===== src/rtl/match_reporter_if.sv =====
// rtl/match_reporter_if.sv - match record stream between reporter and host
// Purpose: carries one {pe_idx, pos} match record per handshake.
// Signals:
//   m_valid   record available (reporter -> host)
//   m_ready   host accepts record (host -> reporter)
//   m_pe_idx  PE cell index of the match
//   m_pos     text position of the byte completing the match
interface match_reporter_if #(
    parameter int IDX_W = 4,
    parameter int POS_W = 16
);
    logic             m_valid;
    logic             m_ready;
    logic [IDX_W-1:0] m_pe_idx;
    logic [POS_W-1:0] m_pos;

    modport master (output m_valid, output m_pe_idx, output m_pos, input m_ready);
    modport slave  (input m_valid, input m_pe_idx, input m_pos, output m_ready);
endinterface


===== src/rtl/match_reporter.sv =====
// rtl/match_reporter.sv - turns PE array match flags into a buffered record stream
// Purpose: captures hit_vec & last_mask one cycle after each text byte, tags it
//   with the byte position, and emits one {pe_idx, pos} record per set bit
//   through a FIFO. The text stream is never back-pressured; a capture that
//   cannot be held is dropped and counted.
// Ports:
//   clk, reset     clock and asynchronous active-low reset
//   clear          synchronous restart (flush, zero position/overflow/drop_cnt)
//   text_valid     a text byte entered the PE array this cycle
//   hit_vec        registered match flags of the PE cells
//   last_mask      cells holding the last byte of a pattern
//   m              record stream (master side)
//   busy           pending vector or FIFO non-empty
//   overflow       sticky capture-dropped flag
//   drop_cnt       saturating dropped-capture count
module match_reporter #(
    parameter int NPE        = 16,
    parameter int POS_W      = 16,
    parameter int FIFO_DEPTH = 8,
    localparam int IDX_W = (NPE > 1) ? $clog2(NPE) : 1,
    localparam int PTR_W = $clog2(FIFO_DEPTH),
    localparam int REC_W = IDX_W + POS_W
) (
    input  logic                clk,
    input  logic                reset,
    input  logic                clear,
    input  logic                text_valid,
    input  logic [NPE-1:0]      hit_vec,
    input  logic [NPE-1:0]      last_mask,
    match_reporter_if.master    m,
    output logic                busy,
    output logic                overflow,
    output logic [7:0]          drop_cnt
);
    typedef enum logic {IDLE, SCAN} state_t;

    state_t              state_q, state_d;
    logic [POS_W-1:0]    pos_cnt_q, pos_cnt_d;
    logic                tv_q, tv_d;
    logic [POS_W-1:0]    cap_pos_q, cap_pos_d;
    logic [NPE-1:0]      pend_q, pend_d;
    logic [POS_W-1:0]    pend_pos_q, pend_pos_d;
    logic [PTR_W-1:0]    wr_ptr_q, wr_ptr_d, rd_ptr_q, rd_ptr_d;
    logic [PTR_W:0]      count_q, count_d;
    logic                overflow_q, overflow_d;
    logic [7:0]          drop_cnt_q, drop_cnt_d;
    logic [REC_W-1:0]    mem_q [FIFO_DEPTH];

    logic [IDX_W-1:0]    scan_idx;
    logic [NPE-1:0]      pend_after;
    logic [NPE-1:0]      cap;
    logic                push, pop, accept, drop, fifo_nonempty;
    logic [REC_W-1:0]    head;

    assign fifo_nonempty = (count_q != '0);
    assign pop           = fifo_nonempty & m.m_ready;
    assign head          = mem_q[rd_ptr_q];

    // FSM state register
    always_ff @(posedge clk or negedge reset) begin
        if (!reset) state_q <= IDLE;
        else        state_q <= state_d;
    end

    // FSM next state: stays in SCAN while any bit (old or newly accepted) is pending
    always_comb begin
        state_d = IDLE;
        if (pend_d != '0) state_d = SCAN;
    end

    // FSM outputs: lowest-set-bit scan and FIFO push decision
    always_comb begin
        scan_idx = '0;
        for (int i = NPE - 1; i >= 0; i--) begin
            if (pend_q[i]) scan_idx = IDX_W'(i);
        end
        // A full FIFO can still take a push when the head leaves this cycle
        push = (state_q == SCAN) &&
               ((count_q < (PTR_W+1)'(FIFO_DEPTH)) || pop);
        pend_after = pend_q;
        if (push) pend_after = pend_q & ~({{(NPE-1){1'b0}}, 1'b1} << scan_idx);
    end

    // Datapath next-state
    always_comb begin
        cap    = tv_q ? (hit_vec & last_mask) : '0;
        // Acceptance looks at pend after this cycle's scan, so a vector whose
        // last bit is being pushed right now frees the slot for the new capture
        accept = (cap != '0) && (pend_after == '0);
        drop   = (cap != '0) && (pend_after != '0);

        pos_cnt_d  = pos_cnt_q + POS_W'(text_valid);
        tv_d       = text_valid;
        cap_pos_d  = pos_cnt_q;
        pend_d     = accept ? cap : pend_after;
        pend_pos_d = accept ? cap_pos_q : pend_pos_q;
        wr_ptr_d   = push ? wr_ptr_q + PTR_W'(1) : wr_ptr_q;
        rd_ptr_d   = pop  ? rd_ptr_q + PTR_W'(1) : rd_ptr_q;
        count_d    = count_q;
        if (push && !pop)      count_d = count_q + (PTR_W+1)'(1);
        else if (!push && pop) count_d = count_q - (PTR_W+1)'(1);
        overflow_d = overflow_q | drop;
        drop_cnt_d = (drop && (drop_cnt_q != 8'hFF)) ? drop_cnt_q + 8'd1 : drop_cnt_q;

        if (clear) begin
            pos_cnt_d  = '0;
            tv_d       = 1'b0;
            cap_pos_d  = '0;
            pend_d     = '0;
            pend_pos_d = '0;
            wr_ptr_d   = '0;
            rd_ptr_d   = '0;
            count_d    = '0;
            overflow_d = 1'b0;
            drop_cnt_d = '0;
        end
    end

    always_ff @(posedge clk or negedge reset) begin
        if (!reset) begin
            pos_cnt_q  <= '0;
            tv_q       <= 1'b0;
            cap_pos_q  <= '0;
            pend_q     <= '0;
            pend_pos_q <= '0;
            wr_ptr_q   <= '0;
            rd_ptr_q   <= '0;
            count_q    <= '0;
            overflow_q <= 1'b0;
            drop_cnt_q <= '0;
            for (int i = 0; i < FIFO_DEPTH; i++) mem_q[i] <= '0;
        end else begin
            pos_cnt_q  <= pos_cnt_d;
            tv_q       <= tv_d;
            cap_pos_q  <= cap_pos_d;
            pend_q     <= pend_d;
            pend_pos_q <= pend_pos_d;
            wr_ptr_q   <= wr_ptr_d;
            rd_ptr_q   <= rd_ptr_d;
            count_q    <= count_d;
            overflow_q <= overflow_d;
            drop_cnt_q <= drop_cnt_d;
            if (push) mem_q[wr_ptr_q] <= {scan_idx, pend_pos_q};
        end
    end

    // Head fields read as zero while the FIFO is empty
    assign m.m_valid  = fifo_nonempty;
    assign m.m_pe_idx = fifo_nonempty ? head[REC_W-1:POS_W] : '0;
    assign m.m_pos    = fifo_nonempty ? head[POS_W-1:0] : '0;
    assign busy       = (pend_q != '0) || fifo_nonempty;
    assign overflow   = overflow_q;
    assign drop_cnt   = drop_cnt_q;
endmodule


===== src/flat_wrapper.sv =====
// flat-port wrapper written by rule: the top's interface ports become plain ports
module match_reporter_flat 
#(
    parameter int NPE        = 16,
    parameter int POS_W      = 16,
    parameter int FIFO_DEPTH = 8,
    localparam int IDX_W = (NPE > 1) ? $clog2(NPE) : 1,
    localparam int PTR_W = $clog2(FIFO_DEPTH),
    localparam int REC_W = IDX_W + POS_W
)
  (clk, reset, clear, text_valid, hit_vec, last_mask, busy, overflow, drop_cnt, m_m_valid, m_m_pe_idx, m_m_pos, m_m_ready);
  match_reporter_if #(.IDX_W(4), .POS_W(POS_W)) m_i ();
  input  logic clk;
  input  logic reset;
  input  logic clear;
  input  logic text_valid;
  input  logic [NPE-1:0] hit_vec;
  input  logic [NPE-1:0] last_mask;
  output logic busy;
  output logic overflow;
  output logic [7:0] drop_cnt;
  output wire logic [$bits(m_i.m_valid)-1:0] m_m_valid;
  output wire logic [$bits(m_i.m_pe_idx)-1:0] m_m_pe_idx;
  output wire logic [$bits(m_i.m_pos)-1:0] m_m_pos;
  input wire logic [$bits(m_i.m_ready)-1:0] m_m_ready;
  assign m_m_valid = m_i.m_valid;
  assign m_m_pe_idx = m_i.m_pe_idx;
  assign m_m_pos = m_i.m_pos;
  assign m_i.m_ready = m_m_ready;
  match_reporter #(.NPE(NPE), .POS_W(POS_W), .FIFO_DEPTH(FIFO_DEPTH)) u_core (.clk(clk), .reset(reset), .clear(clear), .text_valid(text_valid), .hit_vec(hit_vec), .last_mask(last_mask), .m(m_i), .busy(busy), .overflow(overflow), .drop_cnt(drop_cnt));
endmodule

===== config.mk =====
export PLATFORM = sky130hd
export DESIGN_NAME = match_reporter_flat
export DESIGN_NICKNAME = d
export VERILOG_FILES = /design/src/rtl/match_reporter_if.sv /design/src/rtl/match_reporter.sv /design/src/flat_wrapper.sv
export SDC_FILE = /design/constraint.sdc
export NUM_CORES = 1
export LEC_CHECK = 0
export ABC_AREA = 0
export CAP_MARGIN = 20
export CORE_MARGIN = 2
export CORE_UTILIZATION = 39
export CTS_CLUSTER_DIAMETER = 150
export CTS_CLUSTER_SIZE = 28
export DETAILED_ROUTE_END_ITERATION = 12
export DONT_BUFFER_PORTS = 1
export PLACE_DENSITY = 0.59
export SKIP_LAST_GASP = 1
export SLEW_MARGIN = 40
export SYNTH_ARGS = -nofsm -noshare
export SYNTH_HDL_FRONTEND = slang
export SYNTH_SLANG_ARGS = --single-unit
export TNS_END_PERCENT = 1

===== constraint.sdc =====
create_clock -name clk -period 3.3 [get_ports clk]
set_input_delay 0.99 -clock clk [delete_from_list [all_inputs] [get_ports clk]]
set_output_delay 0.99 -clock clk [all_outputs]
set_load 0.02 [all_outputs]

### Word-level counts from Yosys, hierarchy flattened

Index checks and enable logic that the tools add are counted.

* shifts and indexed selects: 1
* bitwise operators: 7
* add/subtract/negate cells: 6
* equal/unequal tests: 1
* order comparisons: 4
* reduce and logical (&&, ||, !) cells: 22
* muxes and demuxes: 44

Operator list (count)
* $bwmux W160: 1
* $mux W16: 9
* $mux W4: 20
* $reduce_bool A16 Y1: 4
* $bmux W20 S3: 1
* $demux W20 S3: 1
* $mux W20: 3
* $and A16 B16 Y16: 2
* $add A16 B1 Y16: 1
* $logic_not A16 Y1: 1
* $mux W8: 2
* $not A16 Y16: 1
* $shl A1 B4 Y16 const A: 1
* $mux W3: 4
* $add A8 B1 Y8 const B: 1
* $ge A4 B4 Y1 const B: 2
* $ne A8 B8 Y1 const B: 1
* $not A3 Y4: 2
* $reduce_bool A2 Y1: 4
* $logic_and A1 B1 Y1: 7
* $add A3 B1 Y3 const B: 2
* $add A4 B1 Y4 const B: 1
* $lt A4 B1 Y1 const B: 1
* $lt A4 B4 Y1 const B: 1
* other kinds (8): 12

* register bits after elaboration: 245
* word-level logic and storage cells: 104
* input bits: 37

### Depth between registers and ports, before layout

* word-level depth: 26
* gate-level depth with buffers: 12
* gate-level depth less buffers: 10

### Worst setup path before layout

No wires, ideal clock.

* path type: in2reg
* start: in m_m_ready
* end: reg u_core.pend_pos_q[10]
* cell stages on the path: 10
* setup time: 0.132 ns
* slack: 0.188 ns
* arrival: 2.980 ns
* path through: nand2b_1 > nand3_2 > or3_1 > o31ai_1 > nand4_1 > nand4b_2 > nor3_4 > buf_4 > mux2i_1 > nor2_1

* cells in the longest elaborated chain, start to end: 7

RTL lines
* start, declared: line flat_wrapper.sv:25 `input wire logic [$bits(m_i.m_ready)-1:0] m_m_ready;`
* $and A1 B1 Y1: line match_reporter.sv:56 `assign pop = fifo_nonempty & m.m_ready;`
* $logic_or A1 B1 Y1: line match_reporter.sv:79 `((count_q < (PTR_W+1)'(FIFO_DEPTH)) || pop);`
* $logic_and A1 B1 Y1: line match_reporter.sv:78 `push = (state_q == SCAN) &&`
* $mux W16: line match_reporter.sv:81 `if (push) pend_after = pend_q & ~({{(NPE-1){1'b0}}, 1'b1} << scan_idx);`
* $logic_not A16 Y1: line match_reporter.sv:89 `accept = (cap != '0) && (pend_after == '0);`
* $logic_and A1 B1 Y1: line match_reporter.sv:89
* $reduce_bool A2 Y1 (no line)
* end signal, assigned: line match_reporter.sv:137 `pend_pos_q <= pend_pos_d;`
* end, declared: line match_reporter.sv:42 `logic [POS_W-1:0] pend_pos_q, pend_pos_d;`

No other way between the ends.
A chain may end at the register's enable or synchronous reset.

### Worst setup path in the final report

* start: reg u_core.rd_ptr_q[1]
* end: out m_m_pos[0]

* cells in the longest elaborated chain, start to end: 5

RTL lines
* start, declared: line match_reporter.sv:43 `logic [PTR_W-1:0] wr_ptr_q, wr_ptr_d, rd_ptr_q, rd_ptr_d;`
* start signal, assigned: line match_reporter.sv:139 `rd_ptr_q <= rd_ptr_d;`
* $not A3 Y4 (not written as such): line match_reporter.sv:57 `assign head = mem_q[rd_ptr_q];`
* $bmux W20 S3: line match_reporter.sv:57
* $mux W20 (not written as such) (2 in a row): line match_reporter.sv:57
* $mux W16: line match_reporter.sv:150 `assign m.m_pos = fifo_nonempty ? head[POS_W-1:0] : '0;`
* end, declared: line flat_wrapper.sv:24 `output wire logic [$bits(m_i.m_pos)-1:0] m_m_pos;`

No other way between the ends. The select of a mux whose other input is x is not followed.

==> run_results.csv <==
group,metric,value,unit
synth,synth_edf_count,0,
sta,worst_slew_pin_slew,719,ps
clock_tree,numCtsBuffers,12,
critical_path,crit_start,"u_core.rd_ptr_q[1]",
floorplan,die_w,175,um
critical_path,worst_setup_path_end_kind,"primary output",
layout,stdcell_area,12400,sq um
hold_path,hold_class,"in2async",
sta,timing.hold.ws,204,ps
sta,setup_viol,0,
route,avgRoutedWirePerCell,18.5,um
synth,ys_seq_elements,245,
synth,synth_cell_types,59,
synth,yosysWarningCount,0,
power_and_ir_drop,p_total,6.23,mW
sta,fmax,306,MHz
power_and_ir_drop,powerDensity,505,nW/um^2
power_and_ir_drop,pwr-share-seq,0.526,
layout,n_antenna_cell,0,
critical_path,crit_fanout,21,
synth,async_reset_ff_frac,1.00,
synth,synth_area_leaders,"dfrtp_1, mux2_2, mux4_2",
clock_tree,cts-root-buf,"clkbuf_16",
sta,hold_viol_final,0,
placed_design,post-place-ws,-31.8,ps
synth,synth_top_area_frac,0.535,
floorplan,core,28900,sq um
power_and_ir_drop,pwr-share-clk,0.265,
global_route,grt_pass1_vias,7554,
sta,drv_slew,0,
floorplan,core.rowCount,62,
synth,synth_area,11500,sq um
synth,postSynthAreaPerCell,11.2,sq um
route,vias,7372,
clock_tree,h-tree-depth,1,
synth,synth_top_area_cell,"dfrtp_1",
global_route,grt_max_degree,246,
power_and_ir_drop,comb_power_share,0.209,
route,drt_wl_total,25.7,mm
power_and_ir_drop,power_switching,1.84,mW
floorplan,start_util,0.397,
synth,yosysMostFrequentCell,"dfrtp_1",
clock_tree,clk_path_buf_depth,3,
outcome,outcome,"complete, no violations",
sta,min_period,3270,ps
layout,nNetsFinal,1052,
placed_design,dp_cells,1377,
floorplan,io_pins,68,
global_route,antenna_found_initial,0,
synth,synth-seq-area-share,0.535,
sta,rsz0062_at_grt,"true",
power_and_ir_drop,p_leak,5.74,nW
job,cap_violations,0,
route,drt_pre_antenna_iters,5,
sta,setup_ws,29.5,ps
synth,synth_common_cells,"dfrtp_1, nand2_1, mux2_2, nor2_1, clkbuf_1",
clock_tree,cts_hold_buf,0,
critical_path,arrival,2280,ps
placed_design,dpl-instance-area,12000,sq um
global_route,grtUsageTotal,0.172,
synth,synthCells,1021,
synth,synth-main-ff-cell,"dfrtp_1",
sta,tns,0,ps
route,detail-route-antenna-nets,0,
route,via_per_inst,5.30,
critical_path,worst_setup_path_start_kind,"flop",
floorplan,dieArea,30800,sq um
global_route,grt_pass1_wl,42.4,mm
layout,fin_cells,1392,
clock_tree,clk_latency,490,ps
placed_design,finalWeightedCongestion,0.880,
power_and_ir_drop,peakVddDrop,0.311,mV
critical_path,required,2310,ps
synth,syn_nets,1066,
route,drc,0,
layout,drive_gt1_frac,0.198,
clock_tree,clkTransAtPathRegs,100,ps
layout,fin_util,0.428,
sta,finalCritPeriodShare,0.991,
clock_tree,cts_tree,"yes",
sta,finClkSkew,12.3,ps
power_and_ir_drop,swShare,0.296,
floorplan,die_h,175,um
route,drtIter0Drc,423,
power_and_ir_drop,intPower,4.39,mW
critical_path,crit_type,"reg2out",
placed_design,post-dp-hpwl,16.6,mm
clock_tree,cts_setup_buffers,0,
placed_design,io_buffer_count,0,
sta,relSlewSlack,0.521,
layout,area.growth.synth_to_final,7.71,%
global_route,grt_overflow,0,
clock_tree,cts_sinks,245,
critical_path,worstReg2RegStart,"u_core.pend_q[11]",
-- cell usage in the layout, fill, tap and decap left out, types with 5 or more instances in the layout --
cell type	count
nand2_1	200
nand2b_1	8
nor2b_1	21
dfrtp_1	243
and3_1	8
a21oi_1	25
nor3_1	5
or3_1	12
o21ai_0	45
o21ai_1	5
clkbuf_16	13
xnor2_1	6
mux4_2	40
nand4_1	7
mux2i_1	35
xor2_1	13
buf_4	44
ha_1	7
mux2_2	80
nor2_1	80
inv_1	6
o31ai_1	7
nand3_1	30
-- flip-flops by register name (all words and copies together), names as in the netlist --
| name | flops |
|---|---|
| u_core.mem_q | 160 |
| u_core.cap_pos_q | 16 |
| u_core.pend_pos_q | 16 |
| u_core.pend_q | 16 |
| u_core.pos_cnt_q | 16 |
| u_core.drop_cnt | 8 |
| u_core.count_q | 4 |
| u_core.rd_ptr_q | 3 |
| u_core.wr_ptr_q | 3 |
| u_core.overflow | 1 |
| u_core.state_q | 1 |
| u_core.tv_q | 1 |
-- power by group through the flow --
stage	clock network, mW	registers (mW)	logic, mW
after global routing	1.82	3.30	1.43
after floorplan	0	3.25	0.980
after detailed placement	0	3.34	1.31
after global placement	0	3.34	1.30
after CTS	1.73	3.28	1.32
final	1.65	3.28	1.30
-- kinds of logic after synthesis --
logic type,Yosys count,synth area share
flip-flops,245,0.535
buffers and inverters,80,0.0318
AO/OA/AOI/OAI,115,0.0618
AND/OR/NAND/NOR,397,0.159
multiplexers,157,0.189
adder cells (fa/ha/maj),8,0.00938
XOR/XNOR,19,0.0145
-- metal layers --
metal,track usage,part of all wire,vias up
li1,-,-,3524
met1,0.248,0.48,3717
met2,0.282,0.47,114
met3,0.0253,0.040,17
met4,0.0300,0.010,0
met5,0,0,-
-- path summary, 6_finish.rpt --
path | cells past startpoint | endpoint | slack, ps
max | 4 | m_m_pos[0] | 30
min | 0 | u_core.mem_q[47] | 200
max reg2reg | 10 | u_core.pend_pos_q[8] | 180
min reg2reg | 2 | u_core.mem_q[105] | 480
max in group asynchronous | 0 | u_core.pend_q[4] | 2680
min in group clk | 2 | u_core.mem_q[105] | 480
-- timing repair --
action / CTS / global route
gates cloned: 0 / 0
setup endpoints to repair: 1 / 38
endpoints found under the hold margin: 0 / 0
gates resized for setup: 1 / 3
-- final cells by class --
cell class / instances / area (sq um)
repair buffers: 46 / 370
clock buffers: 14 / 329
clock inverters: 1 / 8.76
multi-input cells: 696 / 5010
fillers: 2762 / 16500
flip-flops and latches: 245 / 6130
inverters: 6 / 22.5
well taps: 384 / 480
-- worst max-delay path, cell delays in order, from the launching register on --
cell and delay (ps):
dfrtp_2 770, buf_4 280, mux4_2 310, mux2i_1 250, nor2_1 180
No activity file was read; power rests on OpenSTA's default activity.
